### config.mk
export PLATFORM = sky130hd
export DESIGN_NAME = lsp0_scalar_dequant
export DESIGN_NICKNAME = d
export VERILOG_FILES = /design/src/rtl/lsp0_scalar_dequant.sv
export SDC_FILE = /design/constraint.sdc
export NUM_CORES = 1
export LEC_CHECK = 0
export ABC_CLOCK_PERIOD_IN_PS = 9000
export BUFFER_PORTS_ARGS = -buffer_cell sky130_fd_sc_hd__buf_2
export CAP_MARGIN = 20
export CORE_ASPECT_RATIO = 2
export CORE_MARGIN = 4
export CORE_UTILIZATION = 55
export DETAILED_ROUTE_END_ITERATION = 12
export GPL_TIMING_DRIVEN = 0
export HOLD_SLACK_MARGIN = 0.02
export PLACE_DENSITY = 0.84
export SYNTH_ARGS = -nofsm -noshare
export SYNTH_HDL_FRONTEND = slang
export SYNTH_SLANG_ARGS = --single-unit
### constraint.sdc
create_clock -name clk -period 9 [get_ports clk]
set_clock_uncertainty 0.1 [all_clocks]
set_input_delay 0.9 -clock clk [delete_from_list [all_inputs] [get_ports clk]]
set_output_delay 0.9 -clock clk [all_outputs]
set_load 0.01 [all_outputs]
### src/rtl/lsp0_scalar_dequant.sv
// LSP0 scalar dequantiser: rebuilds the codebook frequency (Hz) from a 4-bit
// index and converts it to radians with an 11-step bit-serial shift-add
// multiply. Both results are presented as unsigned 1-15-16 fixed-point words.
module lsp0_scalar_dequant #(
    parameter int unsigned N       = 32,
    parameter int unsigned CB_BASE = 500,
    parameter int unsigned CB_STEP = 50,
    parameter logic [21:0] K_RAD   = 22'h3378CB,
    parameter int unsigned HZ_BITS = 11
) (
    input  logic         clk,
    input  logic         rst,
    input  logic         in_valid,
    output logic         in_ready,
    input  logic [3:0]   index,
    output logic         out_valid,
    input  logic         out_ready,
    output logic [N-1:0] lsp_hz,
    output logic [N-1:0] lsp_rad,
    output logic         busy
);

    localparam int unsigned ACC_W = 33;
    localparam int unsigned CNT_W = $clog2(HZ_BITS);
    localparam logic [HZ_BITS-1:0] BASE_W = HZ_BITS'(CB_BASE);
    localparam logic [HZ_BITS-1:0] STEP_W = HZ_BITS'(CB_STEP);
    localparam logic [CNT_W-1:0]   LAST   = CNT_W'(HZ_BITS - 1);

    typedef enum logic [1:0] {
        IDLE = 2'd0,
        MULT = 2'd1,
        DONE = 2'd2
    } state_t;

    state_t             state_q, state_d;
    logic [HZ_BITS-1:0] hz_q, hz_d;
    logic [ACC_W-1:0]   acc_q, acc_d;
    logic [CNT_W-1:0]   cnt_q, cnt_d;
    logic [N-1:0]       hz_out_q, hz_out_d;
    logic [N-1:0]       rad_out_q, rad_out_d;

    logic [ACC_W-1:0]   addend;
    logic [ACC_W-1:0]   acc_sum;

    assign in_ready  = (state_q == IDLE);
    assign out_valid = (state_q == DONE);
    assign busy      = (state_q != IDLE);
    assign lsp_hz    = hz_out_q;
    assign lsp_rad   = rad_out_q;

    // State register and datapath registers, cleared asynchronously.
    always_ff @(posedge clk or negedge rst) begin
        if (!rst) begin
            state_q   <= IDLE;
            hz_q      <= '0;
            acc_q     <= '0;
            cnt_q     <= '0;
            hz_out_q  <= '0;
            rad_out_q <= '0;
        end else begin
            state_q   <= state_d;
            hz_q      <= hz_d;
            acc_q     <= acc_d;
            cnt_q     <= cnt_d;
            hz_out_q  <= hz_out_d;
            rad_out_q <= rad_out_d;
        end
    end

    // Next-state logic; one multiplier bit is consumed per MULT cycle and the
    // final partial sum is captured into the outputs on the last bit.
    always_comb begin
        state_d   = state_q;
        hz_d      = hz_q;
        acc_d     = acc_q;
        cnt_d     = cnt_q;
        hz_out_d  = hz_out_q;
        rad_out_d = rad_out_q;
        addend    = hz_q[cnt_q] ? (ACC_W'(K_RAD) << cnt_q) : '0;
        acc_sum   = acc_q + addend;

        case (state_q)
            IDLE: begin
                if (in_valid) begin
                    hz_d    = BASE_W + STEP_W * HZ_BITS'(index);
                    acc_d   = '0;
                    cnt_d   = '0;
                    state_d = MULT;
                end
            end
            MULT: begin
                acc_d = acc_sum;
                cnt_d = cnt_q + CNT_W'(1);
                if (cnt_q == LAST) begin
                    hz_out_d  = N'({hz_q, 16'b0});
                    rad_out_d = N'(acc_sum[31:16]);
                    state_d   = DONE;
                end
            end
            DONE: begin
                if (out_ready) begin
                    state_d = IDLE;
                end
            end
            default: begin
                state_d = IDLE;
            end
        endcase
    end

endmodule

; ---- Word level (Yosys, flattened, before mapping)
; Index checks and enable logic that the tools add are counted.
[classes]
addsub = 3
n_mul = 1
magnitude_cmp = 1
eq_ne = 6
shifts = 1
mux = 11
n_reduce_logical = 7
[op_table]
columns = op, count
row1 = 33-bit two-way mux, 2
row2 = 33-bit one-hot mux with 2 select lines, 1
row3 = 33-bit adder, 1
row4 = 22-bit by 4-bit << shifter with 33-bit output (first input constant), 1
row5 = 9-bit by 10-bit adder with 11-bit output (first input constant), 1
row6 = 5-bit by 4-bit multiplier with 9-bit output (first input constant), 1
row7 = 4-bit one-hot mux with 2 select lines, 1
row8 = 2-bit two-way mux, 3
row9 = 2-bit one-hot mux with 3 select lines, 1
row10 = 2-bit AND reduction, 3
row11 = 4-bit by 5-bit < comparator with 1-bit output (second input constant), 1
row12 = 4-bit by 1-bit adder with 4-bit output (second input constant), 1
row13 = 1-bit binary-select mux with 4-bit select, 1
row14 = 4-bit == test (second input constant), 1
row15 = 4-bit two-way mux, 1
row16 = 2-bit != test (second input constant), 2
row17 = 2-bit nonzero test, 2
row18 = 3-bit AND reduction, 1
row19 = 2-bit by 1-bit == test with 1-bit output (second input constant), 1
row20 = 2-bit == test (second input constant), 1
row21 = 2-bit zero test, 1
row22 = 2-bit by 1-bit != test with 1-bit output (second input constant), 1
row23 = 1-bit two-way mux, 1
[word_totals]
reg_bits = 77
inputBits = 8
out_inout_bits = 67
wordCells = 36

; ---- Logic depth before layout (Yosys ltp)
; Gate-level depths: netlist of run 1.
[depth]
depth_word = 5
ltp_mapped = 19
depth_no_buf = 17

; ---- Least setup slack after synthesis of run 1
; No wires, ideal clock.
[synth_path]
path_type = reg-to-reg
start = reg cnt_q[1]
end = reg acc_q[31]
setup_time_ns = 0.079
arrival_ns = 4.070
t_required_ns = 8.821
slack_ns = 4.750
path_stages_with_launch = 16
n_path_buf = 1
period_less_slack_ns = 4.250
cell_sequence = dfrtp_1 > mux4_2 > o211ai_1 > and2_1 > clkbuf_1 > a211oi_1 > ha_1 > a21o_1 > a21o_1 > a21o_1 > a221o_1 > a21o_1 > a31oi_2 > o21ai_1 > a311oi_2 > mux2i_1
[synth_between]
elab_chain_cells = 5
word_cells_on_any_way = 6
classes_between = 1 x add/sub / 1 x shift / 4 x mux
[synth_lines]
columns = item, line
row1 = start: declaration, 38  ; logic [CNT_W-1:0] cnt_q, cnt_d;
row2 = start signal: assignment, 64  ; cnt_q <= cnt_d;
row3 = 1-bit binary-select mux with 4-bit select, 79  ; addend = hz_q[cnt_q] ? (ACC_W'(K_RAD) << cnt_q) : '0;
row4 = 1-bit two-way mux (implied by the code), 79
row5 = 33-bit two-way mux (*), 79
row6 = 33-bit adder (*), 80  ; acc_sum = acc_q + addend;
row7 = 33-bit one-hot mux with 2 select lines (*), 82  ; case (state_q)
row8 = end signal: assignment, 56  ; acc_q <= '0;
row9 = end signal: assignment, 63  ; acc_q <= acc_d;
row10 = end: declaration, 37  ; logic [ACC_W-1:0] acc_q, acc_d;
; Every way passes the cells marked *; elsewhere a longest branch is shown, timed or not. The select of a mux whose other input is x is not followed.
; A chain may end at the register's enable or synchronous reset.

; ---- Worst setup path in the final report of run 1
; Same ends and word-level chain as after synthesis.

==> results_dict.tcl, run 1 <==
set metrics [dict create \
    worstSetupStartpointType "flop" \
    die_area_mm2 0.0119 \
    tightestPinTransition_ps 981 \
    final.setup.worst_slack_ps 3850 \
    hpwl_mm 12.1 \
    hp-class "flop to flop" \
    synthCells 637 \
    route.detailed.drc 0 \
    fmax_mhz 194 \
    place_ws_ps 3980 \
    cp-end-kind "flop" \
    cts_tree "built" \
    cts_made_buffers 9 \
    synth.ff_latch_count 74 \
    powerDensity_mw_per_mm2 454 \
    relSlewSlack_pct 34.6 \
    critPathKind "flop to flop" \
    post_cts_resize_count 0 \
    synth_ff_type "dfrtp_1" \
    die_h_um 150 \
    synth_enable_flop_cells 0 \
    final_nets 780 \
    synth-warning-count 0 \
    place_congestion 0.906 \
    placementRows 51 \
    grt_pass1_wl_mm 24.5 \
    drt-pass1-iter-count 5 \
    timing.final.crit_share_pct 57.3 \
    worstPathArrival_ps 5320 \
    start_util_pct 56.8 \
    ios 75 \
    vias 4915 \
    yosys.area.top_type "dfrtp_1" \
    first_global_vias 5066 \
    yosys.area.top_type_share_pct 33.2 \
    synth.area.top_cells "dfrtp_1 (33%), ha_1 (11%), buf_4 (5.1%)" \
    ir_drop_mv 0.215 \
    hold_viol_final 0 \
    async_flop_share_pct 100 \
    clk_pin_slew_ps 60 \
    gr-total-overflow 0 \
    grt_max_degree 43 \
    seq_area_frac_synth_pct 33.2 \
    viasPerCell 5.72 \
    wl_per_cell_um 17.7 \
    dieWidth_um 79.2 \
    drt_iter0_drc 285 \
    clock-sinks 74 \
    min_period_ps 5150 \
    postRouteWirelength_mm 15.2 \
    setup_viol 0 \
    diodes 0 \
    rsz0062_at_grt "no" \
    cts_root_buf "clkbuf_16" \
    drive_gt1_share_pct 16.6 \
    rrSetupSlack_ps 3850 \
    area_growth_pct 14.2 \
    grtUsageTotal_pct 26.7 \
    syn_area_mm2 0.00558 \
    antenna_found_initial 0 \
    crit_fanout 10 \
    synth_cell_type_count 59 \
    postCtsSetupRepairBufs 0 \
    slew_viol_final 0 \
    worstSkewPairLatency_ps 350 \
    core_area_mm2 0.00983 \
    syn_avg_cell_area_um2 8.76 \
    status "completed" \
    ant_nets 0 \
    hold_buffers 0 \
    clk_path_buf_depth 2 \
    cp.required_ps 9170 \
    htree_num_levels 3 \
    tns_ps 0 \
    whs_ps 377 \
    numPortBuffers 36 \
    maxCapViolCount 0 \
    leakage_nw 3.15 \
]
==> cell families after synthesis <==
logic type | synth area share, %
flip-flops | 33.2
buffers and inverters | 8.90
AO/OA/AOI/OAI | 21.9
multiplexers | 4.89
adder cells (fa/ha/maj) | 11.5
AND/OR/NAND/NOR | 14.1
other | 0.0672
XOR/XNOR | 5.49
==> cells in the mapped netlist, types with 3 or more instances <==
library cell and instances:
a21oi_1 39, nor2_1 51, nor2b_1 8, a221o_1 3, inv_1 27, and2_1 5
o21ai_0 42, o21bai_1 3, mux2i_1 7, o21a_1 4, a22o_1 4, a31oi_1 5
nor3_1 8, a21o_1 19, xnor2_1 19, o21ai_1 25, nand2_1 62, ha_1 48
a311oi_1 4, nand2b_1 6, mux2_2 15, nand3_1 24, xor2_1 16, o31ai_1 3
buf_4 38, clkbuf_1 26, a211oi_1 11, nand4_1 4, dfrtp_1 74
==> stage by stage <==
| step | std cells | power [mW] | cell area, µm² | util (%) |
|---|---|---|---|---|
| finish | 859 | 2.89 | 6370 | 64.8 |
| global route | 859 | 3.13 | 6370 | 64.8 |
| CTS | 859 | 2.87 | 6370 | 64.8 |
| detailed placement | 843 | 2.52 | 6090 | 61.9 |
| global placement | 842 | 2.45 | 6060 | 61.7 |
| floorplan | 674 | 2.02 | 5720 | - |
==> cell type report <==
| class | count | area [µm²] |
|---|---|---|
| clock buffers | 9 | 225 |
| clock inverters | 7 | 58.8 |
| multi-input cells | 506 | 3370 |
| fillers | 845 | 3460 |
| repair buffers | 37 | 203 |
| inverters | 27 | 101 |
| plain buffers | 67 | 395 |
| well taps | 132 | 165 |
| flip-flops and latches | 74 | 1850 |
==> critical path, cell delays in order, from the launching register on <==
cell and delay (ps):
dfrtp_1 480, clkbuf_1 400, inv_1 190, ha_1 310
clkbuf_1 360, inv_1 150, nand2_1 120, and2_1 190
nor2_1 50, a211oi_1 230, ha_1 340, a21o_1 180
a21o_1 180, a21o_1 200, a221o_1 340, a21o_1 180
a31oi_2 320, o21ai_1 190, a311oi_2 330, mux2i_1 230
==> report_power, final <==
part           total [mW]  leakage (nW)  internal (mW)  switching, mW
logic                1.94          2.08          0.742           1.20
registers           0.604         0.934          0.504          0.100
clock network       0.351         0.139          0.192          0.159
==> path summary, 6_finish.rpt <==
| check | from | to | cells after the start |
|---|---|---|---|
| worst max-delay path | cnt_q[1]$_DFFE_PN0P_ | acc_q[31]$_DFFE_PN0P_ | 19 |
| worst min-delay path | lsp_rad[4]$_DFFE_PN0P_ | lsp_rad[4]$_DFFE_PN0P_ | 2 |
| worst max register to register | cnt_q[1]$_DFFE_PN0P_ | acc_q[31]$_DFFE_PN0P_ | 19 |
| worst min register to register | lsp_rad[4]$_DFFE_PN0P_ | lsp_rad[4]$_DFFE_PN0P_ | 2 |
| max in group asynchronous | rst | acc_q[19]$_DFFE_PN0P_ | 2 |
| min in group asynchronous | rst | acc_q[0]$_DFFE_PN0P_ | 1 |
==> cells in the final DEF, fill, tap and decap left out, types with 4 or more instances in the layout <==
cell type and count:
dfrtp_1 74, nand2_1 62, nor2_1 51, ha_1 48, o21ai_0 42, a21oi_1 39, buf_4 39, conb_1 38
buf_2 36, inv_1 27, clkbuf_1 26, o21ai_1 25, nand3_1 24, a21o_1 19, xnor2_1 19, xor2_1 16
mux2_2 15, a211oi_1 11, clkbuf_16 9, nor3_1 8, nor2b_1 8, mux2i_1 7, nand2b_1 6, and2_1 5
a31oi_1 5, a311oi_1 4, o21a_1 4, nand4_1 4, a22o_1 4
==> sequential cells by signal (all words and copies together), names as in the netlist <==
signal   flops
state_q      2
lsp_hz      10
cnt_q        4
acc_q       32
hz_q        10
lsp_rad     16
==> routing by layer <==
metal	vias to the layer above	share of wire, %	GRT usage [%]
met2	187	55	50.3
met3	60	4.8	3.65
li1	2352	-	-
met4	0	5.2	16.5
met5	-	0	0
met1	2316	35	26.8
Note: power is estimated with default switching activity, not from simulation.
==> inputs of run 2 (changes only) <==
ABC_AREA = 1   (was unset)
ABC_CLOCK_PERIOD_IN_PS = 4400   (was 9000)
PLACE_DENSITY = 0.86   (was 0.84)
clock period = 4.4 ns   (was 9 ns; I/O delays follow)
==> results_dict.tcl, run 2 <==
set metrics [dict create \
    post-route-util_pct 63.8 \
    clock-sinks 74 \
    fmax_mhz 263 \
    hp-class "input port to flop" \
    powerDensity_mw_per_mm2 916 \
    placed_cell_area_mm2 0.00724 \
    antenna_found_initial 0 \
    final.setup.worst_slack_ps 592 \
    finalPower_mw 6.92 \
    min_period_ps 3810 \
    dieWidth_um 86.1 \
    layout.cells.non_filler 1269 \
    start_util_pct 56.6 \
    area_growth_pct 12.7 \
    whs_ps 164 \
    setup_viol 0 \
    synth-warning-count 0 \
    cts_made_buffers 9 \
    leakage_nw 4.51 \
    synth_enable_flop_cells 0 \
    drt_iter0_drc 308 \
    slew_viol_final 0 \
    timing.final.crit_share_pct 86.5 \
    syn_avg_cell_area_um2 6.49 \
    first_global_vias 6673 \
    wl_per_cell_um 15.1 \
    synthTopCellsByCount "nand2_1 (403), inv_1 (153), dfrtp_1 (74)" \
    cp-end-kind "flop" \
    cts_tree "built" \
    syn_area_mm2 0.00671 \
    route.detailed.drc 0 \
    viasPerCell 5.18 \
    drt-pass1-iter-count 8 \
    vias 6575 \
    synth_cell_type_count 45 \
    fin_area_mm2 0.00756 \
    status "completed" \
    cp.required_ps 4590 \
    synth_ff_type "dfrtp_1" \
    yosys.area.top_type "dfrtp_1" \
    largest_register_ffs 32 \
    synth.area.top_cells "dfrtp_1 (28%), nand2_1 (23%), ha_1 (9.0%)" \
    tightestPinTransition_ps 853 \
    synth.ff_latch_count 74 \
    core_area_mm2 0.0118 \
    diodes 0 \
    worstPathArrival_ps 4000 \
    regMostFlops "acc_q" \
    hold_viol_final 0 \
    gr-total-overflow 0 \
    grt_max_degree 50 \
    postCtsSetupRepairBufs 0 \
    final_common_cell "nand2_1" \
    critPathKind "flop to flop" \
    clk_path_buf_depth 2 \
    drive_gt1_share_pct 13.0 \
    place_congestion 1.00 \
    relSlewSlack_pct 43.1 \
    cts_root_buf "clkbuf_16" \
    grtUsageTotal_pct 28.6 \
    clk_pin_slew_ps 60 \
    numPortBuffers 36 \
    yosysMostFrequentCell "nand2_1" \
    worstSkewPairLatency_ps 350 \
    postRouteWirelength_mm 19.2 \
    async_flop_share_pct 100 \
    place_ws_ps 657 \
    worstSetupStartpointType "flop" \
    rsz0062_at_grt "no" \
    die_area_mm2 0.0141 \
    htree_num_levels 3 \
    placementRows 56 \
    synthCells 1033 \
    ir_drop_mv 0.417 \
    ios 75 \
    tns_ps 0 \
    grt_pass1_wl_mm 30.9 \
    crit_fanout 10 \
    fillers 1098 \
    hpwl_mm 15.9 \
    final_nets 1177 \
    ant_nets 0 \
    yosys.area.top_type_share_pct 27.6 \
    seq_area_frac_synth_pct 27.6 \
    maxCapViolCount 0 \
    die_h_um 164 \
    dp_cells 1252 \
    final_cell_mix "nand2_1 (403), inv_1 (153), dfrtp_1 (74)" \
]
-- run 2: worst paths after layout --
path / startpoint / slack [ps] / to / depth (start not counted)
max: cnt_q[1]$_DFFE_PN0P_ / 590 / lsp_rad[0]$_DFFE_PN0P_ / 19
min: out_ready / 160 / state_q[1]$_DFFE_PN0P_ / 2
max reg2reg: cnt_q[1]$_DFFE_PN0P_ / 590 / lsp_rad[0]$_DFFE_PN0P_ / 19
min reg2reg: lsp_hz[19]$_DFFE_PN0P_ / 370 / lsp_hz[19]$_DFFE_PN0P_ / 2
max in group asynchronous: rst / 3180 / lsp_rad[1]$_DFFE_PN0P_ / 3
min in group asynchronous: rst / 450 / acc_q[6]$_DFFE_PN0P_ / 2
-- run 2: metal layers --
| layer | share of wire (%) | wire, µm | global-route usage (%) | vias up |
|---|---|---|---|---|
| met2 | 53 | 10200 | 52.5 | 222 |
| li1 | - | - | - | 3294 |
| met5 | 0 | 0 | 0 | - |
| met1 | 33 | 6370 | 26.4 | 2957 |
| met3 | 3.8 | 731 | 3.51 | 102 |
| met4 | 9.6 | 1850 | 26.0 | 0 |
-- run 2: logic make-up (layout without fill, tap and decap cells) --
group / after synthesis / in the layout / share of synthesized area (%)
AO/OA/AOI/OAI: 101 / 101 / 8.77
XOR/XNOR: 10 / 10 / 1.31
adder cells (fa/ha/maj): 50 / 50 / 9.55
buffers and inverters: 220 / 274 / 15.9
flip-flops: 74 / 74 / 27.6
other: 1 / 38 / 0.0559
AND/OR/NAND/NOR: 577 / 577 / 36.8
-- run 2: repair_timing --
action | 4_1_cts | 5_1_grt
hold endpoints to repair | 25 | 0
resized for setup | 0 | 0
hold buffers | 1 | 0
-- run 2: power by group --
| group | leakage (nW) | switching, mW | total, mW | internal, mW |
|---|---|---|---|---|
| sequential | 0.928 | 0.209 | 1.23 | 1.02 |
| clock | 0.149 | 0.334 | 0.785 | 0.451 |
| combinational | 3.43 | 3.27 | 4.91 | 1.65 |
| total | 4.51 | 3.81 | 6.92 | 3.11 |
-- run 2: worst max-delay path, stage by stage (launching register included) --
cell and delay, ps:
dfrtp_1 500, nor2_1 390, nand2_1 110, o211ai_2 100, o221ai_4 190, or2_1 260
inv_1 60, ha_1 230, inv_1 80, fa_1 420, inv_1 110, nand3_1 80
nand3_1 170, nand2_1 70, nand2_1 150, nand2_1 70, nand2_1 130, xor2_1 320
nand2_1 120, nand2_1 80
-- run 2: cell type report --
| cell class | instances | area [µm²] | share of cell area, % |
|---|---|---|---|
| Clock buffer | 9 | 225 | 2.98 |
| Multi-Input combinational cell | 776 | 3930 | 52.0 |
| Timing Repair Buffer | 38 | 220 | 2.91 |
| Tap cell | 145 | 181 | 2.40 |
| Sequential cell | 74 | 1850 | 24.5 |
| Clock inverter | 7 | 83.8 | 1.11 |
| Buffer | 59 | 458 | 6.06 |
| Inverter | 161 | 607 | 8.03 |
